### config.mk
export PLATFORM = sky130hd
export DESIGN_NAME = gshare_pht
export DESIGN_NICKNAME = d
export VERILOG_FILES = /design/src/rtl/gshare_pht.sv
export SDC_FILE = /design/constraint.sdc
export NUM_CORES = 1
export LEC_CHECK = 0
export ABC_AREA = 1
export CAP_MARGIN = 10
export CORE_ASPECT_RATIO = 1.5
export CORE_MARGIN = 2
export CORE_UTILIZATION = 30
export CTS_CLUSTER_DIAMETER = 30
export DETAILED_ROUTE_END_ITERATION = 12
export PLACE_DENSITY = 0.64
export SETUP_SLACK_MARGIN = 0.5
export SYNTH_ARGS = -nofsm -noshare
export SYNTH_HDL_FRONTEND = slang
export SYNTH_SLANG_ARGS = --single-unit
### constraint.sdc
create_clock -name clk -period 2.35 [get_ports clk]
set_input_delay 0.5875 -clock clk [delete_from_list [all_inputs] [get_ports clk]]
set_output_delay 0.5875 -clock clk [all_outputs]
set_load 0.005 [all_outputs]
### src/rtl/gshare_pht.sv
// gshare pattern history table: fetch predicts from pc^history, the index and
// prediction ride through decode/execute where the resolved outcome trains.
module gshare_pht #(
   parameter int W  = 3,
   parameter int CW = 2
) (
   input  logic         clk,
   input  logic         reset,
   input  logic [31:0]  pc_f,
   input  logic [W-1:0] ghr,
   input  logic         stall_d,
   input  logic         flush_d,
   input  logic         flush_e,
   input  logic         branch_e,
   input  logic         taken_e,
   output logic         pred_taken_f,
   output logic         pred_taken_e,
   output logic         mispredict_e,
   output logic [W-1:0] idx_e
);
   localparam int N = 1 << W;

   function automatic logic [1:0] sat_step(input logic [1:0] cnt, input logic up);
      logic [1:0] res;
      if (up) begin
         res = (cnt == 2'b11) ? 2'b11 : cnt + 2'b01;
      end else begin
         res = (cnt == 2'b00) ? 2'b00 : cnt - 2'b01;
      end
      return res;
   endfunction

   logic [CW-1:0] pht_q [N];
   logic [W-1:0]  idx_f_s;
   logic          valid_dec_q, valid_dec_d;
   logic [W-1:0]  idx_dec_q, idx_dec_d;
   logic          pred_dec_q, pred_dec_d;
   logic          valid_ex_q, valid_ex_d;
   logic [W-1:0]  idx_ex_q, idx_ex_d;
   logic          pred_ex_q, pred_ex_d;
   logic          upd_en_s;
   logic [CW-1:0] upd_cnt_s;
   logic          unused_pc_s;

   assign idx_f_s      = pc_f[W+1:2] ^ ghr;
   assign pred_taken_f = pht_q[idx_f_s][1];
   assign unused_pc_s  = ^{pc_f[31:W+2], pc_f[1:0]};

   // Decode slot: flush beats stall, stall holds every field.
   always_comb begin
      valid_dec_d = valid_dec_q;
      idx_dec_d   = idx_dec_q;
      pred_dec_d  = pred_dec_q;
      if (flush_d) begin
         valid_dec_d = 1'b0;
      end else if (stall_d) begin
         valid_dec_d = valid_dec_q;
      end else begin
         valid_dec_d = 1'b1;
         idx_dec_d   = idx_f_s;
         pred_dec_d  = pred_taken_f;
      end
   end

   // Execute slot: never stalls, only a flush turns it into a bubble.
   always_comb begin
      valid_ex_d = valid_dec_q;
      idx_ex_d   = idx_dec_q;
      pred_ex_d  = pred_dec_q;
      if (flush_e) begin
         valid_ex_d = 1'b0;
         idx_ex_d   = idx_ex_q;
         pred_ex_d  = pred_ex_q;
      end else begin
         valid_ex_d = valid_dec_q;
      end
   end

   // Training uses the fetch-time index carried in execute, never a recomputed one.
   always_comb begin
      upd_en_s  = valid_ex_q & branch_e;
      upd_cnt_s = sat_step(pht_q[idx_ex_q], taken_e);
   end

   // Pipeline slot registers.
   always_ff @(posedge clk or negedge reset) begin
      if (!reset) begin
         valid_dec_q <= 1'b0;
         idx_dec_q   <= '0;
         pred_dec_q  <= 1'b0;
         valid_ex_q  <= 1'b0;
         idx_ex_q    <= '0;
         pred_ex_q   <= 1'b0;
      end else begin
         valid_dec_q <= valid_dec_d;
         idx_dec_q   <= idx_dec_d;
         pred_dec_q  <= pred_dec_d;
         valid_ex_q  <= valid_ex_d;
         idx_ex_q    <= idx_ex_d;
         pred_ex_q   <= pred_ex_d;
      end
   end

   // Counter table, reset to weakly not-taken; one entry written per cycle.
   always_ff @(posedge clk or negedge reset) begin
      if (!reset) begin
         for (int i = 0; i < N; i++) begin
            pht_q[i] <= 2'b01;
         end
      end else if (upd_en_s) begin
         pht_q[idx_ex_q] <= upd_cnt_s;
      end else begin
         pht_q[idx_ex_q] <= pht_q[idx_ex_q];
      end
   end

   assign pred_taken_e = pred_ex_q;
   assign idx_e        = idx_ex_q;
   assign mispredict_e = valid_ex_q & branch_e & (taken_e ^ pred_ex_q);

endmodule

Word level (Yosys, flattened, before mapping)
Cells that the tools add are included.
{ "totals": {"ff_bits": 26, "in_bits": 42, "output_inout_bits": 6, "wordCells": 49} }
{ "op_classes": {"add_sub_neg": 2, "order_cmp": 3, "n_eq_ne": 2, "muxes": 17, "n_bitwise": 8, "reduce_logical": 3} }
{ "ops": {"columns": ["cell", "count"], "rows": [
  ["bitwise mux 16 bit", 2],
  ["2-to-1 mux 16 bit", 1],
  ["2-to-1 mux 2 bit", 8],
  ["binary-select mux 2 bit (select 3 bit)", 2],
  ["greater-or-equal comparator 4 bit (second input constant)", 2],
  ["NOT 3 -> 4 bit", 2],
  ["demux 2 bit (select 3 bit)", 1],
  ["less-than comparator 4 x 1 -> 1 bit (second input constant)", 1],
  ["2-to-1 mux 1 bit", 3],
  ["bitwise XOR 3 bit", 1],
  ["adder 2 x 1 -> 2 bit (second input constant)", 1],
  ["AND 1 bit", 2],
  ["== test 2 bit (second input constant)", 1],
  ["logical NOT 2 bit", 1],
  ["inequality test 2 x 1 -> 1 bit (second input constant)", 1],
  ["NOT 1 bit", 2],
  ["AND reduction 2 bit", 1],
  ["subtractor 2 x 1 -> 2 bit (second input constant)", 1],
  ["logical AND 1 bit", 1],
  ["bitwise XOR 1 bit", 1]
]} }

Depth between registers and ports, before layout
Gate-level depths: netlist of run 1.
{ "logic_depth": {"depth_word": 9, "mapped_depth": 12, "mapped_depth_nobuf": 11} }

Worst setup path before layout of run 1
Ideal clock, no wire load.
{ "synth_timing": {"path_kind": "input to output", "startpoint": "input port pc_f[2]", "endpoint": "output port pred_taken_f", "arrival_time_ns": 1.240, "required_ns": 1.762, "slack_ns": 0.523, "path_stages": 7, "n_path_buf": 0, "path_cell_list": "inv_1 nand2_1 nand2_1 nand2_1 o211ai_1 nand3_1 and2_1"} }
{ "synth_between": {"elab_chain_len": 5} }
{ "synth_lines": {"columns": ["element", "line_no", "source"], "rows": [
  ["from (decl)", "9", "input logic [31:0] pc_f,"],
  ["bitwise XOR 3 bit", "45", "assign idx_f_s = pc_f[W+1:2] ^ ghr;"],
  ["NOT 3 -> 4 bit (not written as such)", "46", "assign pred_taken_f = pht_q[idx_f_s][1];"],
  ["binary-select mux 2 bit (select 3 bit)", "46", null],
  ["2-to-1 mux 2 bit (not written as such) (2 in series)", "46", null],
  ["to (decl)", "16", "output logic pred_taken_f,"]
]} }
No other way between the ends. The select of a mux whose other input is x is not followed.

Worst setup path in the final report of run 1
{ "layout_timing": {"startpoint": "input port ghr[1]", "endpoint": "output port pred_taken_f"} }
{ "layout_between": {"elab_chain_len": 5} }
{ "layout_lines": {"columns": ["element", "line_no", "source"], "rows": [
  ["from (decl)", "10", "input logic [W-1:0] ghr,"],
  ["bitwise XOR 3 bit", "45", null],
  ["NOT 3 -> 4 bit (not written as such)", "46", null],
  ["binary-select mux 2 bit (select 3 bit)", "46", null],
  ["2-to-1 mux 2 bit (not written as such) (2 in series)", "46", null]
]} }
No other way between the ends. The select of a mux whose other input is x is not followed.

==> results of run 1 <==
cell type report:
type / count / area [µm²] / share of cell area, %
multi-input cells: 161 / 769 / 37.5
flip-flops and latches: 26 / 662 / 32.2
repair buffers: 36 / 304 / 14.8
inverters: 46 / 178 / 8.65
well taps: 68 / 85.1 / 4.14
clock buffers: 4 / 55.1 / 2.68
where the power goes:
group | leakage (nW) | internal (W) | switching [W]
clock | 0.0288 | 0.000150 | 0.000140
sequential | 0.310 | 0.000638 | 0.0000949
combinational | 0.859 | 0.000255 | 0.000367
total | 1.20 | 0.00104 | 0.000601
placed cells by master (no fill, tap or decap), drive strengths merged:
master	n
dlygate4sd2	3
buf	24
o211ai	3
and2	1
clkdlybuf4s15	1
inv	46
nand3	13
xnor2	3
dfstp	8
nand3b	1
nand4	4
nand2	104
nor2	14
nor3	4
clkdlybuf4s50	8
dfrtp	18
clkbuf	4
a21oi	5
o21ai	9
cell usage after synthesis (all sizes together):
cell / number / area (µm²)
inv: 46 / 173
nor2: 14 / 57.6
nand3: 13 / 75.1
dfstp: 8 / 210
nand3b: 1 / 7.51
o211ai: 3 / 22.5
nand2: 104 / 400
dfrtp: 18 / 450
nand4: 4 / 25.0
and2: 1 / 6.26
clkbuf: 1 / 3.75
buf: 3 / 27.5
nor3: 4 / 20.0
a21oi: 5 / 25.0
xnor2: 3 / 26.3
o21ai: 9 / 45.0
stage by stage:
stage,utilization (%),setup slack (ns),area [µm²]
2_1_floorplan,-,0.523,1580
3_3_place_gp,37.1,-0.562,1880
3_5_place_dp,37.1,-0.565,1880
4_1_cts,39.6,0.286,2010
5_1_grt,40.4,0.259,2050
6_report,40.4,0.293,2050
critical path, stage by stage:
cell and delay [ns]:
buf_2 0.13, xnor2_4 0.13, buf_4 0.14, nand3_1 0.10, nand3_2 0.10, and2_1 0.17, buf_2 0.12
state kept, by name, summed over array words and instances, names as in the netlist:
register and cells:
valid_dec_q 1, idx_e 3, pred_taken_e 1, valid_ex_q 1, idx_dec_q 3, pht_q 16
pred_dec_q 1
cells by family after synthesis:
| logic type | count (synthesis) | synth area share, % |
|---|---|---|
| buf+inv | 50 | 12.9 |
| flops | 26 | 41.9 |
| simple gates | 141 | 37.6 |
| compound gates | 17 | 5.88 |
| xor+xnor | 3 | 1.67 |
timing repair:
item,4_1_cts,5_1_grt
buffers inserted,7,1
pin swaps,11,10
endpoints found under the setup margin,3,10
gates resized for setup,42,7
worst min path at each step:
stage,to,slack [ns],cells past startpoint
CTS,pht_q[4],0.47,2
global route,pht_q[14],0.50,2
finish,pht_q[4],0.47,2
floorplan,idx_dec_q[0],0.29,0
detailed placement,pht_q[4],0.46,2
global placement,pht_q[12],0.45,2
per-layer routing:
| metal | track usage, % | up-vias | wire (µm) | part of all wire [%] |
|---|---|---|---|---|
| met2 | 24.9 | 34 | 1930 | 54 |
| li1 | - | 784 | - | - |
| met1 | 14.5 | 620 | 1420 | 40 |
| met4 | 8.89 | 0 | 105 | 2.9 |
| met5 | 0 | - | 0 | 0 |
| met3 | 1.22 | 9 | 129 | 3.6 |
==> summary.md, run 1 <==
| Metric | Value |
|---|---|
| Status | complete, no violations |
| Synth-to-Final Area Change | 30.3% |
| CP max FO | 3 |
| Power Density | 801 nW/µm² |
| Antenna violations before repair | 0 |
| Relative slew slack | 78.6% |
| Fmax | 486 MHz |
| Gpl congestion | 0.854 |
| WL final | 3580 µm |
| Total grt overflow | 0 |
| Syn Inst Count | 237 |
| R2r worst-path depth | 10 |
| GRT Overall Usage | 13.5% |
| Maximum vdd drop | 0.233 mV |
| Die Area | 5860 µm² |
| Die Y | 92.8 µm |
| Largest net degree at the start of global routing | 27 |
| Antenna Nets Post-Route | 0 |
| Start point of the critical path | ghr[1] |
| Tmin final | 2.06 ns |
| Yosys warns | 0 |
| Vias in the first global route | 1,429 |
| Fin Clk Skew | 0.00274 ns |
| Seq/Total Area, Yosys | 41.9% |
| Htree depth | 1 |
| CTS Buffer Depth | 2 |
| I/O Pins | 48 |
| Max-cap viol count | 0 |
| Worst Tran Pin Value | 0.319 ns |
| First-pass GRT wire length | 6240 µm |
| Tot Pwr | 0.00164 W |
| Clock sink count | 26 |
| CTS tree | yes |
| Latest clock arrival within the worst-skew pair | 0.27 ns |
| Drt wl/cell | 10.5 µm |
| Fin crit share | 87.5% |
| Buffers on Ports | 18 |
| Cts hold-fix bufs | 0 |
| CP Capture Point | pred_taken_f |
| DR pass1 iterations | 4 |
| Core area | 5080 µm² |
| Detailed Place HPWL | 2670 µm |
| Critical R2R Capture | pht_q[9] |
| Hold WS | 0.471 ns |
| Die width | 63.2 µm |
| Drt initial violations | 25 |
| Clock tree root buffer cell | clkbuf_8 |
| Critical path required time | 1.76 ns |
| Post-DR vias/cell | 4.24 |
| R2R Setup Slk | 0.67 ns |
| Setup Viol. Count Final | 0 |
| Filler cells | 544 |
| Placed Cells incl. Taps | 329 |
| Total Nets Final | 316 |
| FF+latch count, synth | 26 |
| RSZ-0062 raised after global routing | yes |
| Via count | 1,447 |
| Worst hold start | pht_q[4] |
| RR Startpoint | idx_e[2] |
| Row Count | 32 |
| Ant diodes | 0 |
| Slew Viols, Final | 0 |
| Inserted Clock Buffers | 3 |
| Mapped Area | 1580 µm² |
| Hold WC Path Type | flop to flop |
| Share of cells above drive strength 1 | 20.1% |
| Clock transition at path regs | 0.09 ns |
| Total leakage power | 1.20 nW |
| Setup TNS Final | 0 ns |
| CP startpoint kind | input port |
| Mapped Avg Cell Area | 6.65 µm² |
| Number of distinct library cells after synthesis | 23 |
| Drc violations | 0 |
| Initial Utilization | 31.0% |
| Critical path arrival | 1.47 ns |
| Post-Layout Cell Count | 341 |
| Crit Path Category | input port to primary output |
| Syn Nets | 279 |
| Kind of end point of the critical path | primary output |
| Count of final hold-check violations | 0 |
No activity file was read; power rests on OpenSTA's default activity.
==> inputs of run 2 (changes only) <==
CORE_ASPECT_RATIO = 1.1   (was 1.5)
clock period = 2.5 ns   (was 2.35 ns; I/O delays follow)
==> summary.md, run 2 (synthesis results as in run 1) <==
| Metric | Value |
|---|---|
| Antenna Nets Post-Route | 0 (unchanged) |
| Setup Viol. Count Final | 0 (unchanged) |
| Antenna violations before repair | 0 (unchanged) |
| Latest clock arrival within the worst-skew pair | 0.28 ns (about the same) |
| CTS tree | yes |
| Fin Clk Skew | 0.00445 ns (+0.00170 ns) |
| WL final | 3530 µm (-1.5%) |
| Max FFs per register | 16 (unchanged) |
| CTS Buffer Depth | 2 (unchanged) |
| CP max FO | 3 (unchanged) |
| Final instance area | 2010 µm² (-2.1%) |
| Buffers on Ports | 18 (unchanged) |
| Clock transition at path regs | 0.09 ns (about the same) |
| Inserted Clock Buffers | 3 (unchanged) |
| Detailed Place HPWL | 2560 µm (-4.3%) |
| Commonest non-fill, non-tap cell in the layout | nand2_1 |
| Core area | 5030 µm² (-1.0%) |
| Maximum vdd drop | 0.289 mV (+24%) |
| GRT Overall Usage | 13.8% (+0.22 points) |
| Kind of end point of the critical path | primary output |
| Critical path arrival | 1.49 ns (+0.02 ns) |
| Worst Tran Pin Value | 0.338 ns (+0.0197 ns) |
| Total grt overflow | 0 (unchanged) |
| CP startpoint kind | input port |
| Slew Viols, Final | 0 (unchanged) |
| Via count | 1,439 (-0.55%) |
| Ant diodes | 0 (unchanged) |
| Row Count | 27 (-16%) |
| Max-cap viol count | 0 (unchanged) |
| Die width | 73.1 µm (+16%) |
| Power Density | 804 nW/µm² (+0.47%) |
| Count of final hold-check violations | 0 (unchanged) |
| Fin util | 39.9% (-0.46 points) |
| Reg area | 663 µm² (+0.19%) |
| Tmin final | 2.12 ns |
| Crit Path Category | input port to primary output |
| Placed Area | 1870 µm² (-0.66%) |
| Clock tree root buffer cell | clkbuf_8 |
| I/O Pins | 48 (unchanged) |
| Vias in the first global route | 1,396 (-2.3%) |
| Most frequent cells in the layout | nand2_1, inv_1, dfrtp_1 |
| Hold WC Path Type | flop to flop |
| DR pass1 iterations | 4 (unchanged) |
| Clock sink count | 26 (unchanged) |
| Fin crit share | 84.8% |
| Relative slew slack | 77.3% (-1.3 points) |
| Synth-to-Final Area Change | 27.6% |
| Post-DR vias/cell | 4.39 (+3.4%) |
| Biggest register | pht_q |
| Die Y | 80 µm (-14%) |
| Multi-input gate area | 743 µm² (-3.4%) |
| Initial Utilization | 31.3% (+0.32 points) |
| Gpl congestion | 0.789 (-7.7%) |
| Drt initial violations | 65 (+160%) |
| First-pass GRT wire length | 6200 µm (-0.66%) |
| Die Area | 5850 µm² (-0.19%) |
| Share of cells above drive strength 1 | 19.3% (-0.89 points) |
| Status | complete, no violations |
| Critical path required time | 1.88 ns (+0.12 ns) |
| RSZ-0062 raised after global routing | yes |
| Filler cells | 515 (-5.3%) |
| Htree depth | 1 (unchanged) |
| Largest net degree at the start of global routing | 27 (unchanged) |
| Setup TNS Final | 0 ns (unchanged) |
| Total leakage power | 1.19 nW (-0.97%) |
| Drc violations | 0 (unchanged) |
| Drt wl/cell | 10.8 µm (+2.5%) |
| Fmax | 472 MHz |
| Total Nets Final | 313 (-0.95%) |
## run 2: routing by layer
metal  routed length, µm  vias to the layer above  global-route usage, %
met5                   0                        -                      0
met4                  70                        0                   5.93
met3                  68                        5                   1.89
met2                1700                       20                   22.4
met1                1690                      638                   18.0
li1                    -                      776                      -
## run 2: repair_timing
item,CTS,global route
hold buffers,0,0
buffers inserted,5,0
pin swaps,10,3
endpoints found under the hold margin,0,0
gates cloned,0,0
setup endpoints to repair,3,3
gates resized for setup,41,2
## run 2: cell type report
class,count,area share [%]
Multi-Input combinational cell,161,37.0
Sequential cell,26,33.0
Timing Repair Buffer,33,14.3
Inverter,46,8.59
Tap cell,58,3.61
Clock buffer,3,2.05
Clock inverter,1,1.49
## run 2: metrics by stage
step | total power, W | hold WS (ns) | setup WS, ns | std cells
6_report | 0.00162 | 0.470 | 0.381 | 328
5_1_grt | 0.00175 | 0.501 | 0.318 | 328
4_1_cts | 0.00163 | 0.471 | 0.366 | 328
3_5_place_dp | 0.00126 | 0.458 | -0.462 | 319
3_3_place_gp | 0.00125 | 0.455 | -0.456 | 319
2_1_floorplan | 0.00107 | 0.329 | 0.598 | 237
## run 2: report_power, final
part           internal, W  switching (W)
registers         0.000600      0.0000949
clock network     0.000215       0.000138
logic             0.000230       0.000339
## run 2: worst paths after layout
| kind | start | to | slack, ns | cells past startpoint |
|---|---|---|---|---|
| worst max register to register | idx_e[0] | pht_q[13] | 0.77 | 11 |
| worst max-delay path | pc_f[3] | pred_taken_f | 0.38 | 7 |
| max in group asynchronous | reset | pht_q[10] | 1.49 | 2 |
| worst min-delay path | pht_q[6] | pht_q[6] | 0.47 | 2 |
| worst min register to register | pht_q[6] | pht_q[6] | 0.47 | 2 |
| min in group asynchronous | reset | pht_q[9] | 0.71 | 2 |
## run 2: critical path, stage by stage
cell      delay, ns
buf_6          0.09
xnor2_2        0.13
buf_4          0.14
o211ai_1       0.11
nand3_2        0.12
and2_1         0.17
buf_2          0.12
==> inputs of run 3 (changes only) <==
clock period = 2.2 ns   (was 2.5 ns; I/O delays follow)
==> summary.md, run 3 (synthesis results as in run 1) <==
| Metric | Value |
|---|---|
| Htree depth | 1 (unchanged) |
| Crit Path Category | input port to primary output |
| Synth-to-Final Area Change | 37.0% |
| Fin util | 42.9% (+3.0 points) |
| Tmin final | 1.97 ns |
| Antenna Nets Post-Route | 0 (unchanged) |
| Setup slack after layout | 0.231 ns (-0.150 ns) |
| Die Y | 80 µm (unchanged) |
| Latest clock arrival within the worst-skew pair | 0.27 ns (about the same) |
| Worst path max stage delay | 0.22 ns (+0.05 ns) |
| Combinational power share | 38.6% (+3.4 points) |
| Fmax | 508 MHz |
| Kind of end point of the critical path | primary output |
| Hold WC Path Type | flop to flop |
| Relative slew slack | 76.5% (-0.78 points) |
| Total grt overflow | 0 (unchanged) |
| Max FFs per register | 16 (unchanged) |
| CTS Buffer Depth | 2 (unchanged) |
| Total leakage power | 1.24 nW (+4.6%) |
| Gpl congestion | 0.787 (-0.16%) |
| Cts hold-fix bufs | 0 (unchanged) |
| Dpl ws | -0.546 ns (-0.0843 ns) |
| Pint | 0.00125 W (+19%) |
| WL met1 | 1740 µm (+2.9%) |
| Most frequent cells in the layout | nand2_1, inv_1, dfrtp_1, buf_4, nor2_1 |
| Share of cells above drive strength 1 | 26.0% (+6.7 points) |
| Met2 wire length | 1950 µm (+15%) |
| Inserted Clock Buffers | 3 (unchanged) |
| Filler cells | 514 (-0.19%) |
| Post-DR vias/cell | 4.43 (+0.95%) |
| Drc violations | 0 (unchanged) |
| Count of final hold-check violations | 0 (unchanged) |
| RSZ-0062 raised after global routing | yes |
| Clock power share | 20.8% (-1.0 points) |
| Drt wl/cell | 11.8 µm (+9.7%) |
| Clock tree root buffer cell | clkbuf_8 |
| Fin crit share | 89.5% |
| Net Sw Power | 0.000717 W (+25%) |
| Routed wl met3 | 117 µm (+72%) |
| WL final | 3900 µm (+11%) |
| Critical path required time | 1.65 ns (-0.23 ns) |
| Largest net degree at the start of global routing | 27 (unchanged) |
| DR pass1 iterations | 4 (unchanged) |
| Core area | 5030 µm² (unchanged) |
| Worst-path cell chain | buf_8 -> inv_4 -> nand2_4 -> nand2_4 -> o211ai_1 -> nand3_2 -> and2_4 -> buf_6 |
| Ant diodes | 0 (unchanged) |
| Vias in the first global route | 1,464 (+4.9%) |
| Commonest non-fill, non-tap cell in the layout | nand2_1 |
| Max-cap viol count | 0 (unchanged) |
| Maximum vdd drop | 0.306 mV (+5.8%) |
| Total Nets Final | 316 (+0.96%) |
| Clock sink count | 26 (unchanged) |
| CP startpoint kind | input port |
| Antenna violations before repair | 0 (unchanged) |
| Row Count | 27 (unchanged) |
| Post-Layout Cell Count | 331 (+0.91%) |
| Placed Area | 1880 µm² (+0.27%) |
| First-pass GRT wire length | 6600 µm (+6.5%) |
| Setup Viol. Count Final | 0 (unchanged) |
| Top sig layer | met4 |
| Critical path arrival | 1.42 ns (-0.07 ns) |
| Worst path slowest cell | o211ai_1 |
| CTS tree | yes |
| I/O Pins | 48 (unchanged) |
| Final instance area | 2160 µm² (+7.4%) |
| CP max FO | 8 (+5) |
| GRT Overall Usage | 14.6% (+0.85 points) |
| Clock transition at path regs | 0.10 ns (about the same) |
| Power Density | 909 nW/µm² (+13%) |
| Seq pwr share | 40.7% (-2.3 points) |
| Worst Tran Pin Value | 0.350 ns (+0.0116 ns) |
| Sw Share | 36.6% (+1.2 points) |
| Detailed Place HPWL | 2660 µm (+3.9%) |
| Fin Clk Skew | 0.00339 ns (-0.00106 ns) |
| Drt initial violations | 119 (+83%) |
| Status | complete, no violations |
| Die Area | 5850 µm² (unchanged) |
| Slew Viols, Final | 0 (unchanged) |
| Buffers on Ports | 18 (unchanged) |
| Biggest register | pht_q |
| Via count | 1,466 (+1.9%) |
| Placed Cells incl. Taps | 317 (-0.63%) |
| Cell mode on critical path | nand2_4 |
| Initial Utilization | 31.3% (unchanged) |
| Die width | 73.1 µm (unchanged) |
run 3: cell types whose count changed in the layout (fill, tap and decap cells not counted), moves of 3 or more:
cell / change
clkdlybuf4s50_1: -4
inv_2: -3
buf_8: +4
nand2_4: +3
nand2_2: +7
nand2_1: -10
run 3: power groups by stage:
stage | Combinational [W] | Clock [W] | Sequential, W
after floorplan | 0.000451 | 0 | 0.000764
after global placement | 0.000616 | 0 | 0.000815
after detailed placement | 0.000627 | 0 | 0.000820
after CTS | 0.000673 | 0.000410 | 0.000795
after global routing | 0.000870 | 0.000430 | 0.000813
final | 0.000757 | 0.000408 | 0.000798
run 3: final timing paths:
check,start,end,slack [ns],cells past startpoint
max,ghr[0],pred_taken_f,0.23,8
min,pht_q[6],pht_q[6],0.47,2
max reg2reg,idx_e[0],pht_q[5],0.59,10
min reg2reg,pht_q[6],pht_q[6],0.47,2
max in group asynchronous,reset,pht_q[14],1.26,2
min in group asynchronous,reset,pred_taken_e,0.64,2
run 3: repair_timing:
item	in CTS	in global routing
buffers inserted	8	2
gates resized for setup	48	35
setup endpoints to repair	9	19
pin swaps	14	10
run 3: layout make-up:
cell class / instances / area [µm²] / share of cell area, %
Sequential cell: 26 / 664 / 30.8
Inverter: 46 / 195 / 9.04
Multi-Input combinational cell: 161 / 821 / 38.0
Clock buffer: 3 / 41.3 / 1.91
Tap cell: 58 / 72.6 / 3.36
Clock inverter: 1 / 30.0 / 1.39
Timing Repair Buffer: 36 / 334 / 15.5
run 3: metrics by stage:
step	total power, W	TNS, ns	hold WS (ns)
CTS	0.00188	0	0.475
global route	0.00211	0	0.484
global placement	0.00143	-0.596	0.454
finish	0.00196	0	0.469
floorplan	0.00122	0	0.254
detailed placement	0.00145	-0.652	0.459
run 3: worst max-delay path, delay by kind of cell:
kind | cells | cell delay (ns)
AND/OR/NAND/NOR | 4 | 0.42
buffers and inverters | 3 | 0.22
AO/OA/AOI/OAI | 1 | 0.22
run 3: per-layer routing:
metal / track usage (%) / vias to the layer above
met3: 2.40 / 6
met2: 24.8 / 26
met4: 5.93 / 0
met1: 18.1 / 652
met5: 0 / -
li1: - / 782
